`src/rtl/calc_datapath_if.sv`:
```
// Keypad-side control/digit inputs and display-side outputs of the calculator datapath.
interface calc_datapath_if #(
  parameter int W = 16
);
  logic         esc;
  logic [2:0]   current_state;
  logic [1:0]   calcul;
  logic         digit_valid;
  logic [3:0]   digit;
  logic [W-1:0] disp_val;
  logic         disp_neg;
  logic         result_valid;
  logic         busy;
  logic         err;

  modport master (
    output esc, current_state, calcul, digit_valid, digit,
    input  disp_val, disp_neg, result_valid, busy, err
  );

  modport slave (
    input  esc, current_state, calcul, digit_valid, digit,
    output disp_val, disp_neg, result_valid, busy, err
  );
endinterface

```
`src/rtl/calc_datapath.sv`:
```
// Calculator operand builder and ALU: decimal digit entry, add/sub/mul in one cycle,
// restoring divide at one quotient bit per cycle, registered display select.
module calc_datapath #(
  parameter int W    = 16,
  parameter int MAXD = 4
) (
  input  logic           clk,
  input  logic           rst,
  calc_datapath_if.slave bus
);
  localparam int CW = $clog2(MAXD + 1);
  localparam int IW = $clog2(W);
  localparam logic [2:0] S_FIRST  = 3'd0;
  localparam logic [2:0] S_CALC   = 3'd1;
  localparam logic [2:0] S_SECOND = 3'd2;
  localparam logic [2:0] S_ENTER  = 3'd3;
  localparam logic [2:0] S_RESULT = 3'd4;
  localparam logic [2:0] S_CONT   = 3'd5;
  localparam logic [IW-1:0] LAST  = IW'(W - 1);

  logic [W-1:0]   opa, opb, result, disp, quo, rem, dvs;
  logic           neg, rv, busy, err, pend, disp_neg;
  logic [CW-1:0]  cnt;
  logic [IW-1:0]  iter;

  logic [2:0]     st;
  logic           dig_ok, ge;
  logic [W-1:0]   dig_w, opa_next, opb_next, quo_next;
  logic [W:0]     sum, trial, sub_t;
  logic [2*W-1:0] prod;

  assign st       = bus.current_state;
  assign dig_ok   = bus.digit_valid && (bus.digit <= 4'd9) && (int'(cnt) < MAXD) && !busy;
  assign dig_w    = W'(bus.digit);
  assign opa_next = opa * W'(10) + dig_w;
  assign opb_next = opb * W'(10) + dig_w;
  assign sum      = {1'b0, opa} + {1'b0, opb};
  assign prod     = (2*W)'(opa) * (2*W)'(opb);

  // Restoring step: shift the next dividend bit into the partial remainder and
  // subtract when it does not borrow (remainder < divisor keeps the difference in W bits).
  assign trial    = {rem, quo[W-1]};
  assign sub_t    = trial - {1'b0, dvs};
  assign ge       = ~sub_t[W];
  assign quo_next = {quo[W-2:0], ge};

  always_ff @(posedge clk) begin
    if (rst || bus.esc) begin
      opa      <= '0;
      opb      <= '0;
      result   <= '0;
      neg      <= 1'b0;
      cnt      <= '0;
      rv       <= 1'b0;
      busy     <= 1'b0;
      err      <= 1'b0;
      pend     <= 1'b0;
      disp     <= '0;
      disp_neg <= 1'b0;
      quo      <= '0;
      rem      <= '0;
      dvs      <= '0;
      iter     <= '0;
    end else if (st <= S_CONT) begin
      if (busy) begin
        quo  <= quo_next;
        rem  <= ge ? sub_t[W-1:0] : trial[W-1:0];
        iter <= iter + 1'b1;
        if (iter == LAST) begin
          busy   <= 1'b0;
          result <= quo_next;
          // A continue seen during the divide chains the quotient straight into A.
          if (pend || st == S_CONT) begin
            opa  <= quo_next;
            opb  <= '0;
            cnt  <= '0;
            rv   <= 1'b0;
            err  <= 1'b0;
            neg  <= 1'b0;
            pend <= 1'b0;
          end else begin
            rv <= 1'b1;
          end
        end else if (st == S_CONT) begin
          pend <= 1'b1;
        end
      end

      case (st)
        S_FIRST: if (dig_ok) begin
          opa <= opa_next;
          cnt <= cnt + 1'b1;
        end
        S_CALC: begin
          opb <= '0;
          cnt <= '0;
          rv  <= 1'b0;
          err <= 1'b0;
        end
        S_SECOND: if (dig_ok) begin
          opb <= opb_next;
          cnt <= cnt + 1'b1;
        end
        S_ENTER: if (!busy) begin
          neg  <= 1'b0;
          err  <= 1'b0;
          rv   <= 1'b1;
          pend <= 1'b0;
          case (bus.calcul)
            2'b00: begin
              if (sum[W]) begin
                err    <= 1'b1;
                result <= '0;
              end else begin
                result <= sum[W-1:0];
              end
            end
            2'b01: begin
              if (opa >= opb) begin
                result <= opa - opb;
              end else begin
                result <= opb - opa;
                neg    <= 1'b1;
              end
            end
            2'b10: begin
              if (|prod[2*W-1:W]) begin
                err    <= 1'b1;
                result <= '0;
              end else begin
                result <= prod[W-1:0];
              end
            end
            default: begin
              if (opb == '0) begin
                err    <= 1'b1;
                result <= '0;
              end else begin
                rv   <= 1'b0;
                busy <= 1'b1;
                iter <= '0;
                rem  <= '0;
                quo  <= opa;
                dvs  <= opb;
              end
            end
          endcase
        end
        S_CONT: if (!busy) begin
          opa <= err ? '0 : result;
          opb <= '0;
          cnt <= '0;
          rv  <= 1'b0;
          err <= 1'b0;
          neg <= 1'b0;
        end
        default: ;
      endcase

      // Display samples the registers as they were before this edge.
      case (st)
        S_FIRST, S_CALC, S_CONT: begin
          disp     <= opa;
          disp_neg <= 1'b0;
        end
        S_SECOND: begin
          disp     <= (cnt != '0) ? opb : opa;
          disp_neg <= 1'b0;
        end
        default: begin
          disp     <= rv ? result : '0;
          disp_neg <= rv & neg;
        end
      endcase
    end
  end

  assign bus.disp_val     = disp;
  assign bus.disp_neg     = disp_neg;
  assign bus.result_valid = rv;
  assign bus.busy         = busy;
  assign bus.err          = err;
endmodule
```
`src/flat_wrapper.sv`:
```
// flat-port wrapper written by rule: the top's interface ports become plain ports
module calc_datapath_flat 
#(
  parameter int W    = 16,
  parameter int MAXD = 4
)
  (clk, rst, bus_esc, bus_current_state, bus_calcul, bus_digit_valid, bus_digit, bus_disp_val, bus_disp_neg, bus_result_valid, bus_busy, bus_err);
  calc_datapath_if #(.W(W)) bus_i ();
  input  logic clk;
  input  logic rst;
  input wire logic [$bits(bus_i.esc)-1:0] bus_esc;
  input wire logic [$bits(bus_i.current_state)-1:0] bus_current_state;
  input wire logic [$bits(bus_i.calcul)-1:0] bus_calcul;
  input wire logic [$bits(bus_i.digit_valid)-1:0] bus_digit_valid;
  input wire logic [$bits(bus_i.digit)-1:0] bus_digit;
  output wire logic [$bits(bus_i.disp_val)-1:0] bus_disp_val;
  output wire logic [$bits(bus_i.disp_neg)-1:0] bus_disp_neg;
  output wire logic [$bits(bus_i.result_valid)-1:0] bus_result_valid;
  output wire logic [$bits(bus_i.busy)-1:0] bus_busy;
  output wire logic [$bits(bus_i.err)-1:0] bus_err;
  assign bus_i.esc = bus_esc;
  assign bus_i.current_state = bus_current_state;
  assign bus_i.calcul = bus_calcul;
  assign bus_i.digit_valid = bus_digit_valid;
  assign bus_i.digit = bus_digit;
  assign bus_disp_val = bus_i.disp_val;
  assign bus_disp_neg = bus_i.disp_neg;
  assign bus_result_valid = bus_i.result_valid;
  assign bus_busy = bus_i.busy;
  assign bus_err = bus_i.err;
  calc_datapath #(.W(W), .MAXD(MAXD)) u_core (.clk(clk), .rst(rst), .bus(bus_i));
endmodule
```
`config.mk`:
```
export PLATFORM = sky130hd
export DESIGN_NAME = calc_datapath_flat
export DESIGN_NICKNAME = d
export VERILOG_FILES = /design/src/rtl/calc_datapath_if.sv /design/src/rtl/calc_datapath.sv /design/src/flat_wrapper.sv
export SDC_FILE = /design/constraint.sdc
export NUM_CORES = 1
export LEC_CHECK = 0
export ABC_AREA = 1
export CAP_MARGIN = 20
export CORE_MARGIN = 3
export CORE_UTILIZATION = 50
export CTS_CLUSTER_SIZE = 12
export DETAILED_ROUTE_END_ITERATION = 10
export MAX_ROUTING_LAYER = met4
export PLACE_DENSITY = 0.72
export SLEW_MARGIN = 20
export SYNTH_ARGS = -nofsm -noshare
export SYNTH_HDL_FRONTEND = slang
export SYNTH_SLANG_ARGS = --single-unit
```
`constraint.sdc`:
```
create_clock -name clk -period 5.8 [get_ports clk]
set_clock_uncertainty 0.2 [all_clocks]
set_input_delay 1.16 -clock clk [delete_from_list [all_inputs] [get_ports clk]]
set_output_delay 1.16 -clock clk [all_outputs]
set_load 0.01 [all_outputs]
```
==> results of run 1 <==
-- registers in the layout (all words and copies together) (netlist names) --
register and flops:
u_core.bus.busy 1, u_core.bus.disp_neg 1, u_core.bus.disp_val 16, u_core.bus.err 1, u_core.bus.result_valid 1, u_core.cnt 3
u_core.dvs 16, u_core.iter 4, u_core.neg 1, u_core.opa 16, u_core.opb 16, u_core.pend 1
u_core.quo 16, u_core.rem 16, u_core.result 16
-- path summary, 6_finish.rpt --
| path | startpoint | cells past startpoint | end |
|---|---|---|---|
| min reg2reg | u_core.pend$_SDFFE_PP0N_ | 2 | u_core.pend$_SDFFE_PP0N_ |
| max | u_core.opb[4]$_SDFFE_PP0N_ | 31 | u_core.result[15]$_SDFFE_PP0N_ |
| max reg2reg | u_core.opb[4]$_SDFFE_PP0N_ | 31 | u_core.result[15]$_SDFFE_PP0N_ |
| min | u_core.pend$_SDFFE_PP0N_ | 2 | u_core.pend$_SDFFE_PP0N_ |
-- report_power, final --
group / internal [mW] / switching (mW)
combinational: 0.212 / 0.443
sequential: 0.870 / 0.0196
clock: 0.556 / 0.443
-- tightest hold or removal path, cell delays in order (launching register included) --
cell,delay (ns)
sky130_fd_sc_hd__dfxtp_1,0.31
sky130_fd_sc_hd__nand2_1,0.06
sky130_fd_sc_hd__a21oi_1,0.05
-- cell type report --
cell class	count	area [µm²]	share of cell area, %
diodes	1	2.50	0.0100
well taps	539	674	2.70
repair buffers	255	2260	9.05
inverters	647	2430	9.71
clock inverters	13	93.8	0.375
flip-flops and latches	125	2550	10.2
clock buffers	19	443	1.77
multi-input cells	2273	16600	66.2
-- cell families (layout without fill, tap and decap cells) --
kind of cell / after synthesis / after routing
other: 0 / 1
adders and majority gates: 424 / 424
and+or+nand+nor: 1200 / 1200
buffers and inverters: 787 / 934
xor gates and xnor gates: 63 / 63
AOI/OAI and AO/OA: 586 / 586
DFF: 125 / 125
-- cell usage after synthesis (all sizes together) --
cell     instances  area share, %
a211oi           8           0.28
a21boi           2          0.070
a21o             8           0.28
a21oi          237            5.8
a221oi          24            1.0
a22oi            1          0.035
a31oi           16           0.47
and2             5           0.15
and3             1          0.029
buf             50            1.3
clkbuf          90            1.6
clkinv           2          0.035
dfxtp          125             12
fa             202             19
ha             222             13
inv            645             11
nand2          776             14
nand3          155            3.8
nand3b           8           0.28
nand4           26           0.79
nor2           189            3.7
nor3            21           0.68
nor3b            2          0.070
nor4             4           0.12
o2111ai          5           0.20
o211ai          19           0.67
o21a             5           0.18
o21ai          204            4.8
o21bai          20           0.70
o221a            1          0.053
o221ai           3           0.12
o22ai           21           0.61
o311a            1          0.047
o31ai            6           0.21
o32ai            5           0.20
or2             13           0.38
xnor2           29            1.2
xor2            34            1.4
-- placed cells by master, fill, tap and decap left out, drive strengths merged, types with 16 or more instances in the layout --
cell,count
buf,222
ha,222
nor3,21
nand4,26
nand3,155
o21bai,20
xor2,34
clkdlybuf4s50,32
a221oi,24
o21ai,204
clkbuf,20
o22ai,21
nor2,189
fa,202
a31oi,16
dfxtp,125
nand2,776
xnor2,29
a21oi,237
o211ai,19
inv,646
-- per-layer routing --
metal / vias to the layer above / part of all wire [%] / routed length [µm]
met5: - / 0 / 0
met4: 0 / 3.8 / 3040
met3: 167 / 10 / 8160
met2: 1053 / 42 / 33700
met1: 10700 / 44 / 35300
li1: 10300 / - / -
-- per-stage QoR --
step	utilization [%]	TNS [ns]
after floorplan	-	0
after global placement	56.0	-14.23
after detailed placement	56.0	-14.92
after CTS	58.5	-6.45
after global routing	59.4	-11.71
final	59.4	-7.65
-- repair_timing --
action | CTS | global route
resized for setup | 121 | 79
setup buffers | 11 | 11
endpoints found under the setup margin | 17 | 17
cloned | 0 | 1
pin swaps | 31 | 53
==> results, run 1 <==
- The routed design has 80300 µm of wire.
- The synthesized area per cell is 6.72 µm².
- TritonCTS created 17 clock buffers.
- Once detail routing completed, the nets flagged for antenna violations numbered 0.
- The initial antenna violation count is 2.
- Once the floorplan was initialized, standard cells occupied 50.8% of the core.
- The final setup violation count is 17.
- The synthesized netlist devotes 31.9% of its cell area to adder and majority cells.
- The combinational family with the most area after synthesis is adder cells.
- The final weighted congestion in routability-driven placement is 1.04.
- Setup slack on the worst reg-to-reg path comes out at -0.54 ns.
- Broken down by cell family, the worst path's largest delay share belongs to adder cells.
- Setup repair after global routing could not meet its margin everywhere.
- The die extent in y is 213 µm.
- Port buffering added 32 buffers.
- At the pin with the least slew margin, the transition time is 1.07 ns.
- The most utilized layer in the global route result is met2.
- The flip-flop and latch count after synthesis is roughly 130.
- The number of hold buffers added after CTS was 0.
- The total cell area at the placement stage is 23600 µm².
- For this run the aggregate overflow at the end of global routing stands at 0.
- The path class of the tightest hold or removal check is reg2reg.
- The number of global-route vias before repair is 21000.
- Summing the areas of all xor and xnor instances in the mapped netlist gives 2.58% of the synthesized area.
- The type of origin of the critical path is a flop.
- The number of DRC violations after detailed routing is 0.
- The share of the Yosys chip area taken by registers is 11.7%.
- After synthesis the cells add up to between 20000 and 25000 µm².
- The root cell of the clock tree is sky130_fd_sc_hd__clkbuf_16.
- TritonCTS built the clock tree.
- The sum of buffers and inverters on the critical path is 9.
- The final-report max-slew violation count was 0.
- When the netlist entered floorplanning its net count stood at approximately 3600.
- Subtracting the final worst setup slack from the clock period gives 6.34 ns.
- Counting every instance in the synthesized netlist gives between 3000 and 4000.
- The cell with the largest stage delay on the worst path is sky130_fd_sc_hd__fa_2.
- In the global route stage, met2 resource usage came out at about half.
- OpenSTA, run right after detailed placement, puts the worst setup slack at -0.970 ns.
- The number of vias per cell is 5.73.
- The core region is 42100 µm².
- The maximum count of clock buffers along a single path is 2.
- The first global-routing pass estimated between 100000 and 150000 µm of wire.
- Row generation in the floorplan step produced 75 rows.
- VDD sags by at most 0.115 mV.
- In this run the static leakage power is 12.9 nW.
- The I/O pin count is 33.
- The longest individual stage delay on the worst path is 0.54 ns.
- The area overhead of the layout relative to synthesis is 17.0%.
- Counting every sink on the clock net gives 125.
- The first-iteration detailed-routing DRC count is 2560.
- The largest net degree at the start of global routing is between 80 and 90.
- The H-tree was split into 4 levels.
- After detailed routing, the average wire length per cell comes to just over 20 µm.
- The clock-pin slew on the worst setup and hold paths is 0.06 ns.
- The flow ran to the end, but the final reports show violations.
- The final worst-path setup slack is -0.545 ns.
- The die outline width is 213 µm.
- The die covers 45300 µm².
- The number of max-cap violations is 0.
- Along the worst path, the maximum fanout reaches 6.
- Of the post-synthesis cell area, the part taken by muxes is 0%.
- The post-route cell area is 25000 µm².
- The worst slew margin relative to its limit is 28.7%.
- The clock latency of the later-clocked register in the worst-skew pair is 0.44 ns.
- The number of placed instances with taps included is 3816.
- The total vias in the final route is 22200.
- Overall power consumption after layout is estimated at 2.54 mW.
- In this design, the critical path's most frequently occurring cell is sky130_fd_sc_hd__inv_2.
- The final reports fail on setup timing.
- The smallest hold slack is roughly 0.27 ns.
- The data arrival at the endpoint of the critical path is 6.52 ns.
- Leaving out filler cells and counting taps, the final layout contains a little under 4000.
- In the final layout, the share of cells above drive strength 1 is between 10% and 20%.
- The worst setup path is of the reg2reg kind.
- Of the available clock period, the critical path in the final layout requires 109%.
- At the worst endpoint, the required time is 5.98 ns.
- The total count of hold-check failures in the final report is 0.
- Yosys printed 0 warnings.
- Global routing consumed, on the met3 layer, under 10% of the routing resources.
- Derived from the worst setup path, the maximum achievable clock frequency is 158 MHz.
- Before antenna repair, the detailed router went through 8 iterations.
- The synthesized netlist devotes 15.8% of its cell area to compound gates.
- The detailed placement HPWL is 64300 µm.
- The total global routing track utilization is 36.1%.
- After the last flow step, the layout net total stands at 3756.
- The layout has 4055 filler cells.
- For met1 alone, demand over resource in global routing was 50.6%.
- Of the total synthesized cell area, the portion taken by AND, OR, NAND and NOR gates is 23.8%.
- The type of destination of the critical path is a flop.
- In this run the power density over the cells is 102 nW/µm².
- The number of different library cells used by synthesis comes to 56.
(Power assumes the default switching activity.)
==> run 2: changes to the inputs <==
--- a/config.mk
+++ b/config.mk
@@ -6,13 +6,14 @@
 export NUM_CORES = 1
 export LEC_CHECK = 0
 export ABC_AREA = 1
+export ABC_CLOCK_PERIOD_IN_PS = 5800
 export CAP_MARGIN = 20
 export CORE_MARGIN = 3
-export CORE_UTILIZATION = 50
+export CORE_UTILIZATION = 60
 export CTS_CLUSTER_SIZE = 12
 export DETAILED_ROUTE_END_ITERATION = 10
 export MAX_ROUTING_LAYER = met4
-export PLACE_DENSITY = 0.72
+export PLACE_DENSITY = 0.83
 export SLEW_MARGIN = 20
 export SYNTH_ARGS = -nofsm -noshare
 export SYNTH_HDL_FRONTEND = slang
==> run 2 against run 1 <==
Against the previous run:
- routed wire length rose by 1.3%
- clock power rose by 20%
- power rose by 8.1%
- largest power group unchanged
- hold slack improved by 0.0026 ns
- the run still ends with setup timing left
==> results, run 2 (synthesis gave the netlist of run 1 again) <==
- The flow ran to the end, but the final reports show violations.
- The checks that failed: setup timing.
- The cell row count came to 68 (-9.3%).
- The leakage power of the design is 13.2 nW (+1.6%).
- The total negative slack came to -9.03 ns (-1.39 ns).
- The post-layout minimum cycle time is 6.38 ns (+0.0327 ns).
- The min-delay analysis places its worst path in the category reg2reg.
- The number of DRC violations after detailed routing is 0 (unchanged).
- The die extent in y is 195 µm (-8.5%).
- Signal routing reaches up to met4.
- The largest voltage drop on the vdd net is 0.206 mV (+79%).
- The net count reported at finish was 3771 (+0.40%).
- The final worst-path setup slack is -0.577 ns (-0.0327 ns).
- The effective utilization at floorplan is 61.3% (+11 points).
- The highest net fanout along the worst path came to 10 (+4).
- The worst slew margin relative to its limit is 25.1% (-3.6 points).
- The worst setup path is captured at a flop.
- The length of routed wiring on met1 is 31600 µm (-11%).
- The cell with the largest stage delay on the worst path is sky130_fd_sc_hd__fa_1.
- The global-route wire length before repair is 124000 µm (+1.7%).
- The final setup violation count came to 17 (unchanged).
- The number of sinks handled by clock tree synthesis is 125 (unchanged).
- The total cell area at the placement stage came to 23500 µm² (-0.40%).
- The relative contribution of combinational cells to total power is 23.9% (-1.8 points).
- The longest individual stage delay on the worst path is 0.55 ns (about the same).
- The maximum count of clock buffers along a single path is 2 (unchanged).
- The number of vias per cell is 6.07 (+5.9%).
- The net switching power figure came to 0.925 mW (+2.2%).
- The ratio of final minimum period to clock period is 110% (+0.56 points).
- Tracing the worst setup path back leads to its startpoint at u_core.opa[12]$_SDFFE_PP0N_.
- The total vias in the final route is 23100 (+4.0%).
- The number of cells on the worst reg-to-reg path is 27 (-13%).
- The routed length on met2 is 35400 µm (+4.8%).
- The area overhead of the layout relative to synthesis is 17.4%.
- The startpoint of the lowest-slack hold path is u_core.cnt[2]$_SDFFE_PP0N_.
- The root cell of the clock tree is sky130_fd_sc_hd__clkbuf_16.
- In the layout the commonest cells are 702 x sky130_fd_sc_hd__nand2_1, 615 x sky130_fd_sc_hd__inv_1, 213 x sky130_fd_sc_hd__a21oi_1.
- The number of buffers inserted by hold repair at cts is 0 (unchanged).
- Leaving out fill and tap cells, the most frequent cell in the layout is sky130_fd_sc_hd__nand2_1.
- The number of max-cap violations is 0 (unchanged).
- The final routed wirelength across all metal layers is 81300 µm (+1.3%).
- The portion of total power attributed to sequential cells was 32.4% (-2.6 points).
- The detailed placement HPWL is 63800 µm (-0.80%).
- The smallest hold slack came to 0.269 ns (+0.00262 ns).
- The I/O pin count is 33 (unchanged).
- The data arrival at the endpoint of the critical path came to 6.54 ns (+0.02 ns).
- The switching share of power is 33.7% (-1.9 points).
- The critical path is of the reg2reg type.
- The number of iterations in the first detailed-routing pass came to 6 (-2).
- The core area is 34900 µm² (-17%).
- The part of the power in the clock network is 43.7% (+4.4 points).
- The maximum level of the CTS H-tree is 4 (unchanged).
- The total count of hold-check failures in the final report came to 0 (unchanged).
- The worst hold path depth is 2 (unchanged).
- The highest attainable clock frequency is 157 MHz (-0.51%).
- Setup repair after global routing could not meet its margin everywhere.
- The ratio of cells with drive above 1 in the final layout was 16.0% (+0.56 points).
- The clock latency of the later-clocked register in the worst-skew pair is 0.44 ns (about the same).
- The area used by sequential logic in the layout is 2560 µm² (+0.69%).
- The filler cell count in the final layout is 2784 (-31%).
- The reg-to-reg critical path startpoint is u_core.opa[12]$_SDFFE_PP0N_.
- The number of global-route vias before repair is 22000 (+4.8%).
- The post-route cell area is 25100 µm² (+0.40%).
- The internal power came to 1.82 mW (+11%).
- The clock tree from TritonCTS is done.
- The routed wire length on met3 is 9920 µm (+22%).
- The average wire per standard cell is 21.4 µm (+3.2%).
- The area taken by multi-input logic gates is 16600 µm² (about the same).
- The number of buffers inserted during clock tree synthesis is 17 (unchanged).
- The overflow left after global routing was 0 (unchanged).
- The final-report max-slew violation count is 0 (unchanged).
- The critical path data required time came to 5.96 ns (-0.02 ns).
- The total power divided by cell area came to 109 nW/µm² (+7.7%).
- The die outline width is 195 µm (-8.5%).
- The die area is 38000 µm² (-16%).
- The total global routing track utilization is 42.6% (+6.5 points).
- The final weighted congestion in routability-driven placement is 1.05 (+0.56%).
- The actual transition at the worst max-transition pin was 1.12 ns (+0.0540 ns).
- The initial antenna violation count is 0 (-2).
- The first-iteration detailed-routing DRC count is 2750 (+7.4%).
- The largest net degree at the start of global routing is 83 (unchanged).
- The number of antenna cells inserted came to 0 (-1).
- The type of origin of the critical path is a flop.
- The clock-pin slew on the worst setup and hold paths is 0.06 ns (about the same).
- The number of nets still failing antenna checks after routing is 0 (unchanged).
- The count of input and output buffers is 32 (unchanged).
## run 2: cell types whose count changed in the layout (fill, tap and decap cells not counted), sizes merged
cell,previous run,this run
buf,222,238
clkinv,10,6
diode,1,0
inv,646,650
clkinvlp,4,1
bufinv,0,4
clkbuf,20,18
## run 2: final cells by class
type                    instances  share of cell area (%)
flip-flops and latches        125                    10.2
clock inverters                14                   0.817
inverters                     647                    9.68
multi-input cells            2273                    65.9
well taps                     455                    2.27
repair buffers                270                    9.36
clock buffers                  18                    1.75
## run 2: power by group through the flow
stage	clock network [mW]	registers, mW	logic [mW]
2_1_floorplan	0	0.902	0.391
3_3_place_gp	0	0.910	0.583
3_5_place_dp	0	0.910	0.590
4_1_cts	1.19	0.891	0.619
5_1_grt	1.24	0.890	0.699
6_report	1.20	0.890	0.658
## run 2: path summary, 6_finish.rpt
check                                                       to  slack (ns)
worst max-delay path            u_core.result[14]$_SDFFE_PP0N_       -0.58
worst max register to register  u_core.result[14]$_SDFFE_PP0N_       -0.58
worst min-delay path                u_core.cnt[2]$_SDFFE_PP0N_        0.27
worst min register to register      u_core.cnt[2]$_SDFFE_PP0N_        0.27
## run 2: critical path, delay by kind of cell, from the launching register on
family,cells,cell delay [ns]
compound gates,3,0.59
fa+ha+maj,8,3.16
buf+inv,6,0.72
flops,1,0.50
simple gates,10,1.15
## run 2: stage by stage
| step | setup WS, ns | utilization (%) | power, mW | cells |
|---|---|---|---|---|
| 6_report | -0.577 | 72.0 | 2.75 | 3802 |
| 5_1_grt | -0.745 | 72.0 | 2.83 | 3802 |
| 4_1_cts | -0.508 | 70.9 | 2.70 | 3794 |
| 3_5_place_dp | -0.932 | 67.3 | 1.50 | 3742 |
| 3_3_place_gp | -0.840 | 67.3 | 1.49 | 3742 |
| 2_1_floorplan | 0.00823 | - | 1.29 | 3185 |
## run 2: repair_timing
item | in CTS | in global routing
gates cloned | 2 | 0
pin swaps | 46 | 63
endpoints found under the setup margin | 17 | 17
buffers inserted | 19 | 8
gates resized for setup | 125 | 95
## run 2: per-layer routing
layer	track usage [%]	vias up
met3	8.01	335
met2	63.6	1600
met5	-	-
met1	57.1	10800
li1	-	10300
met4	17.7	0
